--- config.mk ---
export PLATFORM = sky130hd
export DESIGN_NAME = ntt_loop_ctrl
export DESIGN_NICKNAME = d
export VERILOG_FILES = /design/src/rtl/ntt_loop_ctrl_pkg.sv /design/src/rtl/ntt_loop_ctrl_delay.sv /design/src/rtl/ntt_loop_ctrl.sv
export SDC_FILE = /design/constraint.sdc
export NUM_CORES = 1
export LEC_CHECK = 0
export BUFFER_PORTS_ARGS = -buffer_cell sky130_fd_sc_hd__buf_2
export CAP_MARGIN = 0
export CORE_UTILIZATION = 56
export DETAILED_ROUTE_END_ITERATION = 8
export GPL_TIMING_DRIVEN = 0
export PLACE_DENSITY = 0.77
export SYNTH_ARGS = -nofsm -noshare
export SYNTH_HDL_FRONTEND = slang
export SYNTH_SLANG_ARGS = --single-unit
--- constraint.sdc ---
create_clock -name clk -period 2.8 [get_ports clk]
set_clock_uncertainty 0.2 [all_clocks]
set_input_delay 0.14 -clock clk [delete_from_list [all_inputs] [get_ports clk]]
set_output_delay 0.14 -clock clk [all_outputs]
set_load 0.1 [all_outputs]
--- src/rtl/ntt_loop_ctrl_pkg.sv ---
// Shared encodings and derived-constant helpers for the NTT loop/issue controller.
package ntt_loop_ctrl_pkg;

  typedef enum logic [1:0] {
    OP_NTT  = 2'b00,
    OP_PWM0 = 2'b01,
    OP_PWM1 = 2'b10,
    OP_INTT = 2'b11
  } op_e;

  typedef enum logic [1:0] {
    ST_IDLE  = 2'b00,
    ST_RUN   = 2'b01,
    ST_DRAIN = 2'b10
  } state_e;

  // Number of butterfly stages for the chosen radix.
  function automatic int f_stages(input int log_n, input int radix_log);
    return log_n / radix_log;
  endfunction

  // Butterflies per stage.
  function automatic int f_bf(input int log_n, input int radix_log);
    return (1 << log_n) >> radix_log;
  endfunction

  // Group base of the last issue within a stage.
  function automatic int f_s_end(input int log_n, input int radix_log, input int lanes);
    return f_bf(log_n, radix_log) - lanes;
  endfunction

  // Last group index of a point-wise multiply pass.
  function automatic int f_pwm_end(input int log_n, input int lanes);
    return (1 << log_n) / (2 * lanes) - 1;
  endfunction

  // Width of the stage counter, never below one bit.
  function automatic int f_i_w(input int log_n, input int radix_log);
    int st;
    st = f_stages(log_n, radix_log);
    return (st <= 1) ? 1 : $clog2(st);
  endfunction

  // Width of the group counter.
  function automatic int f_s_w(input int log_n);
    return log_n - 1;
  endfunction

endpackage

--- src/rtl/ntt_loop_ctrl_delay.sv ---
// Fixed-latency shift line with synchronous active-low clear; DEPTH must be >= 1.
module sig_delay #(
  parameter int DEPTH = 1,
  parameter int WIDTH = 1
) (
  input  logic             clk,
  input  logic             rst_n,
  input  logic [WIDTH-1:0] d_i,
  output logic [WIDTH-1:0] q_o
);

  logic [WIDTH-1:0] pipe_q [DEPTH];

  // Shift the input one tap per cycle; reset flushes every tap.
  always_ff @(posedge clk) begin
    if (!rst_n) begin
      for (int k = 0; k < DEPTH; k++) pipe_q[k] <= '0;
    end else begin
      pipe_q[0] <= d_i;
      for (int k = 1; k < DEPTH; k++) pipe_q[k] <= pipe_q[k-1];
    end
  end

  assign q_o = pipe_q[DEPTH-1];

endmodule

--- src/rtl/ntt_loop_ctrl.sv ---
// Loop/issue controller for the NTT/INTT/PWM datapath: walks (stage, group)
// addresses, delays issue into bank read/write enables and raises finish with
// the last write. Optional macro STAGE_RANGE_EN adds stage_lo/stage_hi inputs
// restricting which NTT/INTT stages run.
module ntt_loop_ctrl
  import ntt_loop_ctrl_pkg::*;
#(
  parameter  int LOG_N     = 8,
  parameter  int LANES     = 2,
  parameter  int RADIX_LOG = 1,
  parameter  int RD_LAT    = 2,
  parameter  int WR_LAT    = 10,
  localparam int I_W       = f_i_w(LOG_N, RADIX_LOG),
  localparam int S_W       = f_s_w(LOG_N)
) (
  input  logic           clk,
  input  logic           rst_n,
  input  logic [1:0]     opcode,
  input  logic           start,
  input  logic           stall,
`ifdef STAGE_RANGE_EN
  input  logic [I_W-1:0] stage_lo,
  input  logic [I_W-1:0] stage_hi,
`endif
  output logic [I_W-1:0] i,
  output logic [S_W-1:0] s,
  output logic           issue,
  output logic           ren,
  output logic           wen,
  output logic           en,
  output logic           busy,
  output logic           finish
);

  localparam int STAGES  = f_stages(LOG_N, RADIX_LOG);
  localparam int S_END   = f_s_end(LOG_N, RADIX_LOG, LANES);
  localparam int PWM_END = f_pwm_end(LOG_N, LANES);
  localparam int CNT_W   = $clog2(WR_LAT + 1);

  localparam logic [S_W-1:0]   S_END_V   = S_W'(S_END);
  localparam logic [S_W-1:0]   PWM_END_V = S_W'(PWM_END);
  localparam logic [I_W-1:0]   TOP_STAGE = I_W'(STAGES - 1);
  localparam logic [CNT_W-1:0] DRAIN_END = CNT_W'(WR_LAT - 1);

  state_e           state_q, state_d;
  op_e              mode_q, mode_d;
  logic [I_W-1:0]   i_q, i_d;
  logic [S_W-1:0]   s_q, s_d;
  logic [CNT_W-1:0] cnt_q, cnt_d;
  logic             busy_q, busy_d;
  logic             issue_w, last_w;
  logic [I_W-1:0]   rng_lo, rng_hi, start_lo, start_hi;
  logic             rng_empty;
  op_e              op_in;
  logic             is_pwm, is_intt;
  logic [I_W-1:0]   last_stage;

`ifdef STAGE_RANGE_EN
  logic [I_W-1:0] lo_q, lo_d, hi_q, hi_d;
  logic           empty_q, empty_d;
  assign start_lo  = stage_lo;
  assign start_hi  = stage_hi;
  assign rng_lo    = lo_q;
  assign rng_hi    = hi_q;
  assign rng_empty = empty_q;
`else
  assign start_lo  = '0;
  assign start_hi  = TOP_STAGE;
  assign rng_lo    = '0;
  assign rng_hi    = TOP_STAGE;
  assign rng_empty = 1'b0;
`endif

  assign op_in      = op_e'(opcode);
  assign is_pwm     = (mode_q == OP_PWM0) || (mode_q == OP_PWM1);
  assign is_intt    = (mode_q == OP_INTT);
  assign last_stage = is_intt ? rng_lo : rng_hi;

  // State, mode, address counters and busy flag.
  always_ff @(posedge clk) begin
    if (!rst_n) begin
      state_q <= ST_IDLE;
      mode_q  <= OP_NTT;
      i_q     <= '0;
      s_q     <= '0;
      cnt_q   <= '0;
      busy_q  <= 1'b0;
`ifdef STAGE_RANGE_EN
      lo_q    <= '0;
      hi_q    <= '0;
      empty_q <= 1'b0;
`endif
    end else begin
      state_q <= state_d;
      mode_q  <= mode_d;
      i_q     <= i_d;
      s_q     <= s_d;
      cnt_q   <= cnt_d;
      busy_q  <= busy_d;
`ifdef STAGE_RANGE_EN
      lo_q    <= lo_d;
      hi_q    <= hi_d;
      empty_q <= empty_d;
`endif
    end
  end

  // Next state: accept start in IDLE, walk addresses in RUN, count down DRAIN.
  always_comb begin
    state_d = state_q;
    mode_d  = mode_q;
    i_d     = i_q;
    s_d     = s_q;
    cnt_d   = cnt_q;
`ifdef STAGE_RANGE_EN
    lo_d    = lo_q;
    hi_d    = hi_q;
    empty_d = empty_q;
`endif
    case (state_q)
      ST_IDLE: begin
        if (start) begin
          state_d = ST_RUN;
          mode_d  = op_in;
          s_d     = '0;
          cnt_d   = '0;
          if (op_in == OP_INTT)     i_d = start_hi;
          else if (op_in == OP_NTT) i_d = start_lo;
          else                      i_d = '0;
`ifdef STAGE_RANGE_EN
          lo_d    = stage_lo;
          hi_d    = stage_hi;
          empty_d = (stage_lo > stage_hi) && ((op_in == OP_NTT) || (op_in == OP_INTT));
`endif
        end
      end
      ST_RUN: begin
        if (last_w) begin
          state_d = ST_DRAIN;
          i_d     = '0;
          s_d     = '0;
          cnt_d   = '0;
        end else if (issue_w) begin
          if (is_pwm) begin
            s_d = s_q + S_W'(1);
          end else if (s_q == S_END_V) begin
            s_d = '0;
            i_d = is_intt ? (i_q - I_W'(1)) : (i_q + I_W'(1));
          end else begin
            s_d = s_q + S_W'(LANES);
          end
        end
      end
      ST_DRAIN: begin
        if (cnt_q == DRAIN_END) begin
          state_d = ST_IDLE;
          cnt_d   = '0;
        end else begin
          cnt_d = cnt_q + CNT_W'(1);
        end
      end
      default: state_d = ST_IDLE;
    endcase
    busy_d = (state_d != ST_IDLE);
  end

  // Issue and last-issue marker; an empty stage range emits only the marker.
  always_comb begin
    issue_w = 1'b0;
    last_w  = 1'b0;
    if (state_q == ST_RUN) begin
      if (rng_empty) begin
        last_w = 1'b1;
      end else if (!stall) begin
        issue_w = 1'b1;
        if (is_pwm) last_w = (s_q == PWM_END_V);
        else        last_w = (i_q == last_stage) && (s_q == S_END_V);
      end
    end
  end

  sig_delay #(.DEPTH(RD_LAT), .WIDTH(1)) u_ren_dly (
    .clk   (clk),
    .rst_n (rst_n),
    .d_i   (issue_w),
    .q_o   (ren)
  );

  sig_delay #(.DEPTH(WR_LAT), .WIDTH(1)) u_wen_dly (
    .clk   (clk),
    .rst_n (rst_n),
    .d_i   (issue_w),
    .q_o   (wen)
  );

  sig_delay #(.DEPTH(WR_LAT), .WIDTH(1)) u_fin_dly (
    .clk   (clk),
    .rst_n (rst_n),
    .d_i   (last_w),
    .q_o   (finish)
  );

  assign i     = i_q;
  assign s     = s_q;
  assign issue = issue_w;
  assign busy  = busy_q;
  assign en    = ren | wen;

endmodule

After elaboration in Yosys (flattened, before gate mapping)
Memory sizes are Yosys's and may differ from the RTL's.
Cells that the tools add are included.
{ "word_totals": {"regBits": 19, "latch_bits": 0, "mem_bits_rw": 22, "romBits": 0, "word_cells": 114, "memories": 3} }
{ "op_classes": {"add_sub_neg": 5, "multipliers": 0, "n_div": 0, "order_cmp": 0, "n_eq_ne": 15, "n_shift": 0, "muxes": 52, "bitwise": 23, "n_reduce_logical": 10} }
{ "memory_table": {"columns": ["name", "depth", "width", "rd", "rd_ports_with_merged_regs", "write_ports", "line_no", "rtl"], "rows": [
  ["u_fin_dly.pipe_q", 10, 1, 10, 0, 10, "ntt_loop_ctrl_delay.sv:12", "logic [WIDTH-1:0] pipe_q [DEPTH];"],
  ["u_wen_dly.pipe_q", 10, 1, 10, 0, 10, "ntt_loop_ctrl_delay.sv:12", null],
  ["u_ren_dly.pipe_q", 2, 1, 2, 0, 2, "ntt_loop_ctrl_delay.sv:12", null]
]} }
{ "ops": {"columns": ["cell", "n"], "rows": [
  ["$mux W7", 5],
  ["$mux W1", 29],
  ["$mux W3", 8],
  ["$or A1 B1 Y1", 23],
  ["$pmux W7 S2", 1],
  ["$mux W4", 3],
  ["$pmux W4 S3", 1],
  ["$eq A2 B2 Y1 const B", 4],
  ["$add A7 B1 Y7 const B", 1],
  ["$add A7 B2 Y7 const B", 1],
  ["$eq A7 B6 Y1 const B", 1],
  ["$eq A7 B7 Y1 const B", 1],
  ["$mux W2", 3],
  ["$ne A3 B2 Y1 const B", 2],
  ["$pmux W2 S3", 1],
  ["$pmux W3 S2", 1],
  ["$reduce_and A3 Y1", 2],
  ["$reduce_and A5 Y1", 1],
  ["$add A4 B1 Y4 const B", 1],
  ["$eq A2 B1 Y1 const B", 2],
  ["$eq A4 B4 Y1 const B", 1],
  ["$reduce_bool A2 Y1", 2],
  ["$add A3 B1 Y3 const B", 1],
  ["$eq A3 B3 Y1", 1],
  ["other kinds (9)", 9]
]} }

Depth between registers and ports, before layout
{ "depth": {"ltp_word": 10, "mapped_depth": 7} }

Modules after synthesis
A second synthesis with hierarchy kept.
{ "hier_totals": {"hier_cells": 201, "area_unflattened_um2": 1941.9} }
{ "by_module_without_submodules": {"columns": ["mod", "instances", "cells_per_inst", "area_each_um2", "seq_area_each_um2"], "rows": [
  ["ntt_loop_ctrl", 1, 157, 1363.8, 380.4],
  ["sig_delay (u_fin_dly ...)", 2, 20, 262.8, 200.2],
  ["sig_delay (u_ren_dly)", 1, 4, 52.6, 40.0]
]} }

Worst setup path after synthesis
No wires, ideal clock.
{ "synth_path": {"kind": "reg-to-reg", "start": "reg s_q[1], in the netlist s[1]", "end": "reg i_q[2], in the netlist i[2]", "setup_ns": 0.125, "t_arrival_ns": 2.451, "required_time_ns": 2.475, "setup_slack_ns": 0.024, "stages_incl_launch_ff": 7, "period_less_slack_ns": 2.776, "cell_sequence": "dfxtp_1 > ha_1 > nand2_1 > o32a_4 > a211oi_4 > mux2i_1 > a31oi_1"} }
{ "synth_via": {"elab_chain_len": 7} }
{ "synth_lines": {"columns": ["item", "line_no", "rtl"], "rows": [
  ["start: declaration", "ntt_loop_ctrl.sv:48", "logic [S_W-1:0] s_q, s_d;"],
  ["start signal: assignment", "ntt_loop_ctrl.sv:85", "s_q <= '0;"],
  ["start signal: assignment", "ntt_loop_ctrl.sv:97", "s_q <= s_d;"],
  ["$eq A7 B7 Y1", "ntt_loop_ctrl.sv:146, ntt_loop_ctrl.sv:177", null],
  ["$logic_and A1 B1 Y1", "ntt_loop_ctrl.sv:177", "else last_w = (i_q == last_stage) && (s_q == S_END_V);"],
  ["$mux W1", "ntt_loop_ctrl.sv:176", "if (is_pwm) last_w = (s_q == PWM_END_V);"],
  ["$mux W1", "ntt_loop_ctrl.sv:174", "end else if (!stall) begin"],
  ["$mux W1", "ntt_loop_ctrl.sv:171", "if (state_q == ST_RUN) begin"],
  ["$ne A3 B1 Y1 (no source line) (tied with other cells)", null, null],
  ["$reduce_and A5 Y1 (no source line) / $pmux W3 S2 (equally long branches)", null, null],
  ["end signal: assignment", "ntt_loop_ctrl.sv:96", "i_q <= i_d;"],
  ["end: declaration", "ntt_loop_ctrl.sv:47", "logic [I_W-1:0] i_q, i_d;"]
]} }
Parallel ways exist; a longest one is shown, timed or not.
A chain may end at the register's enable or synchronous reset.

Worst setup path after layout
{ "layout_path": {"start": "reg mode_q[1]", "end": "reg i_q[2], in the netlist i[2]"} }
{ "layout_via": {"elab_chain_len": 9} }
{ "layout_lines": {"columns": ["item", "line_no", "rtl"], "rows": [
  ["start: declaration", "ntt_loop_ctrl.sv:46", "op_e mode_q, mode_d;"],
  ["start signal: assignment", "ntt_loop_ctrl.sv:95", "mode_q <= mode_d;"],
  ["$eq A2 B2 Y1", "ntt_loop_ctrl.sv:76", "assign is_intt = (mode_q == OP_INTT);"],
  ["$mux W3", "ntt_loop_ctrl.sv:77", "assign last_stage = is_intt ? rng_lo : rng_hi;"],
  ["$eq A3 B3 Y1", "ntt_loop_ctrl.sv:177", null],
  ["$logic_and A1 B1 Y1", "ntt_loop_ctrl.sv:177", null],
  ["$mux W1", "ntt_loop_ctrl.sv:176", null],
  ["$mux W1", "ntt_loop_ctrl.sv:174", null],
  ["$mux W1", "ntt_loop_ctrl.sv:171", null],
  ["$ne A3 B1 Y1 (no source line) (tied with other cells)", null, null],
  ["$reduce_and A5 Y1 (no source line) / $pmux W3 S2 (equally long branches)", null, null]
]} }
Parallel ways exist; a longest one is shown, timed or not. The select of a mux whose other input is x is not followed.

==> out/results.md <==
| Quantity | This run |
|:---|:---|
| Status | finished with violations |
| Violated checks | design-rule violations |
| Max Root-Sink Buffers | 2 |
| Number of buffer cells added on primary ports | 21 |
| Beginning of the worst hold path | u_wen_dly.pipe_q[0][4] |
| Initial Utilization | 61.1% |
| Antenna violations before repair | 0 |
| Cell area after synthesis | 1740 µm² |
| DRC violations left | 1 |
| Maximum fanout along the worst path | 9 |
| Area of the die | 3340 µm² |
| Post-Synthesis Mean Instance Area | 9.22 µm² |
| Count of maximum capacitance violations | 0 |
| Core region area | 2850 µm² |
| CTS H-Tree Depth | 2 |
| CTS Sinks | 39 |
| Worst-case setup margin in the final layout | 0.451 ns |
| Iteration-0 DRC Markers | 44 |
| FF-to-FF End | i[2] |
| Post-layout nets | 236 |
| Cells taking the most area after synthesis | dfxtp_1, and2_1, a21oi_1, ha_1, nor2_1 |
| Static leakage | 0.821 nW |
| Worst hold path stage count | 1 |
| Most repeated library cell on the critical path | ha_1 |
| Setup slack at placement | 0.511 ns |
| Share of final-layout standard cells stronger than drive strength 1 | 18.4% |
| Kind of end point of the critical path | flip-flop |
| Type of the tightest min-delay check | flip-flop to flip-flop |
| Unique masters post-synth | 45 |
| Cts bufs inserted | 5 |
| Slowest cell delay on critical path | 0.61 ns |
| Horizontal extent of the die | 57.8 µm |
| Launch point of the worst reg-to-reg path | mode_q[1] |
| Diodes inserted | 0 |
| Slowest-stage cell, CP | nor3_2 |
| CP delay by family, top | simple AND/OR/NAND/NOR gates |
| Setup TNS after final layout | 0 ns |
| Final weighted congestion of routability-driven global placement | 0.840 |
| Overall power after layout | 1.02 mW |
| Area growth from synthesis to layout | 14.2% |
| Sequential cell area fraction in the yosys report | 44.8% |
| Setup repair after global routing missed its margin | no |
| Final critical delay including setup and external delays | 2.35 ns |
| Share of flip-flops with an asynchronous set or reset after synthesis | 0% |
| Number of flops mapped to enable cells by yosys | 0 |
| Total congestion overflow after global routing | 0 |
| Die outline height | 57.8 µm |
| Worst hold margin | 0.244 ns |
| Synthesized instance count | 189 |
| Global-route wire length before repair | 5690 µm |
| Leading register cell type out of synthesis | dfxtp_1 |
| Number of cell rows | 19 |
| Via-to-Cell Ratio | 5.71 |
| Final worst path period share | 83.9% |
| Rel. slew slack | 51.6% |
| Kind of start point of the critical path | flip-flop |
| List of cells traversed by the critical path | ha_1 -> ha_1 -> nand4b_1 -> a2111oi_2 -> nor3_2 -> nand3_1 -> a31oi_1 |
| Number of setup buffers added after CTS | 0 |
| Total of flip-flops plus latches after synthesis | 39 |
| Peak ir drop on the vdd network | 0.000440 V |
| Cell type with the largest total area after synthesis | dfxtp_1 |
| Number of buffers and inverters on the critical path | 0 |
| Remaining antenna violation count after routing | 0 |
| Count of final hold-check violations | 0 |
| DRT Wirelength | 3340 µm |
| Via count of the first global-routing pass | 1319 |
| Detail-routed net length per standard cell | 13.1 µm |
| Placed wire-length estimate | 2430 µm |
| Root cell of the clock tree | clkbuf_4 |
| Fraction of the core area covered by cells at the end of the flow | 69.7% |
| Synthesis Warnings | 0 |
| Global routing usage summed across all routing layers | 22.5% |
| Endpoint, Worst Hold | u_wen_dly.pipe_q[0][5] |
| Fraction of synthesized cell area taken by the top area cell type | 44.8% |
| Critical path class | flip-flop to flip-flop |
| CP required | 2.87 ns |
| Data arrival time of the critical path | 2.42 ns |
| Power density relative to cell area | 513 nW/µm² |
| Vias | 1450 |
| Router iterations before antenna repair | 6 |
| Register-to-register setup slack | 0.45 ns |
| CTS tree | built |
| Count of pins on the block boundary | 22 |
| Slew @ Worst Pin | 0.722 ns |
| Largest net degree at the start of global routing | 13 |
| R2R cell count | 7 |
| Final number of max-transition violations | 0 |
| Final count of negative-setup-slack endpoints | 0 |
| Top achievable clock speed | 426 MHz |
| Clock latency on the worst-skew pair | 0.34 ns |
| Number of nets in the synthesized netlist | 203 |
| Clock transition time at the flip-flop clock pins of the worst setup and hold paths | 0.11 ns |
## layout by cell type (no fill, tap or decap), drive strengths merged, types with 2 or more instances in the layout
cell         netlist  routed
nand4              2       2
xnor2              2       2
or3                2       2
buf                3      24
nand2             10      10
nor2b              2       2
clkinv             1       2
a2111oi            2       2
inv                5       5
nor3               4       4
dfxtp             39      39
nor4               2       2
o21bai             2       2
nand3b             3       3
nor2              19      19
clkbuf             3       9
a31oi              2       2
ha                 7       7
a21oi             18      18
or3b               3       3
o21ai             12      12
nand3              6       6
nand2b             5       5
and2              18      18
o31ai              2       2
dlygate4sd3        0       5
## through the flow
| stage | instances | cell area [µm²] |
|---|---|---|
| 3_5_place_dp | 241 | 1890 |
| 5_1_grt | 254 | 1990 |
| 4_1_cts | 254 | 1990 |
| 6_report | 254 | 1990 |
| 2_1_floorplan | 189 | 1740 |
| 3_3_place_gp | 241 | 1890 |
## synthesized netlist by cell type (2+ instances only)
| cell type | count |
|---|---|
| dfxtp_1 | 39 |
| nor2_1 | 19 |
| a21oi_1 | 18 |
| and2_1 | 18 |
| nand2_1 | 10 |
| o21ai_0 | 10 |
| ha_1 | 7 |
| nand3_1 | 6 |
| inv_1 | 5 |
| nand2b_1 | 5 |
| clkbuf_1 | 3 |
| nand3b_1 | 3 |
| nor3_1 | 3 |
| a2111oi_2 | 2 |
| a31oi_1 | 2 |
| nand4_1 | 2 |
| nor2b_1 | 2 |
| nor4_1 | 2 |
| o21ai_1 | 2 |
| o21bai_1 | 2 |
| o31ai_1 | 2 |
| or3_1 | 2 |
| or3b_4 | 2 |
| xnor2_1 | 2 |
## power by group
part | leakage, nW | switching (mW) | internal [mW]
Sequential | 0.316 | 0.0130 | 0.566
Clock | 0.0282 | 0.178 | 0.0969
Combinational | 0.477 | 0.122 | 0.0447
## what timing repair did
action | CTS | global route
hold buffers | 5 | 0
hold endpoints to repair | 6 | 0
gates resized for setup | 0 | 0
## registers in the layout, summed over array words and instances (netlist names)
name              cells
u_fin_dly.pipe_q     10
cnt_q                 4
state_q               2
busy                  1
mode_q                2
i                     3
u_wen_dly.pipe_q     10
s                     7
## final cells by class
cell class,instances,area (µm²)
Sequential cell,39,781
Multi-Input combinational cell,138,903
Clock buffer,6,41.3
Buffer,6,35.0
Tap cell,31,38.8
Timing Repair Buffer,26,155
Fill cell,240,863
Inverter,6,22.5
Clock inverter,2,12.5
## metal layers
layer | share of wire (%) | vias up | routed length (µm) | track usage (%)
met5 | 0 | - | 0 | 0
met4 | 1.8 | 0 | 59 | 11.2
met1 | 47 | 682 | 1560 | 28.5
met3 | 3.5 | 7 | 118 | 5.36
met2 | 48 | 35 | 1600 | 36.2
li1 | - | 726 | - | -
## cell families (layout without fill, tap and decap cells)
kind of cell               Yosys count  count (layout)  share of synthesized area (%)
AOI/OAI and AO/OA                   45              45                           17.8
xor gates and xnor gates             3               3                           1.51
and+or+nand+nor                     81              81                           25.8
muxes                                1               1                          0.575
adders and majority gates            8               8                           6.18
DFF                                 39              39                           44.8
buffers and inverters               12              46                           3.30
## how the worst max path moves through the flow
stage	from	endpoint	cells past startpoint
2_1_floorplan	s[1]	i[2]	6
3_3_place_gp	mode_q[0]	i[2]	7
3_5_place_dp	mode_q[0]	i[2]	7
4_1_cts	mode_q[0]	i[2]	7
5_1_grt	mode_q[1]	i[2]	7
6_report	mode_q[1]	i[2]	7
(Power assumes the default switching activity.)
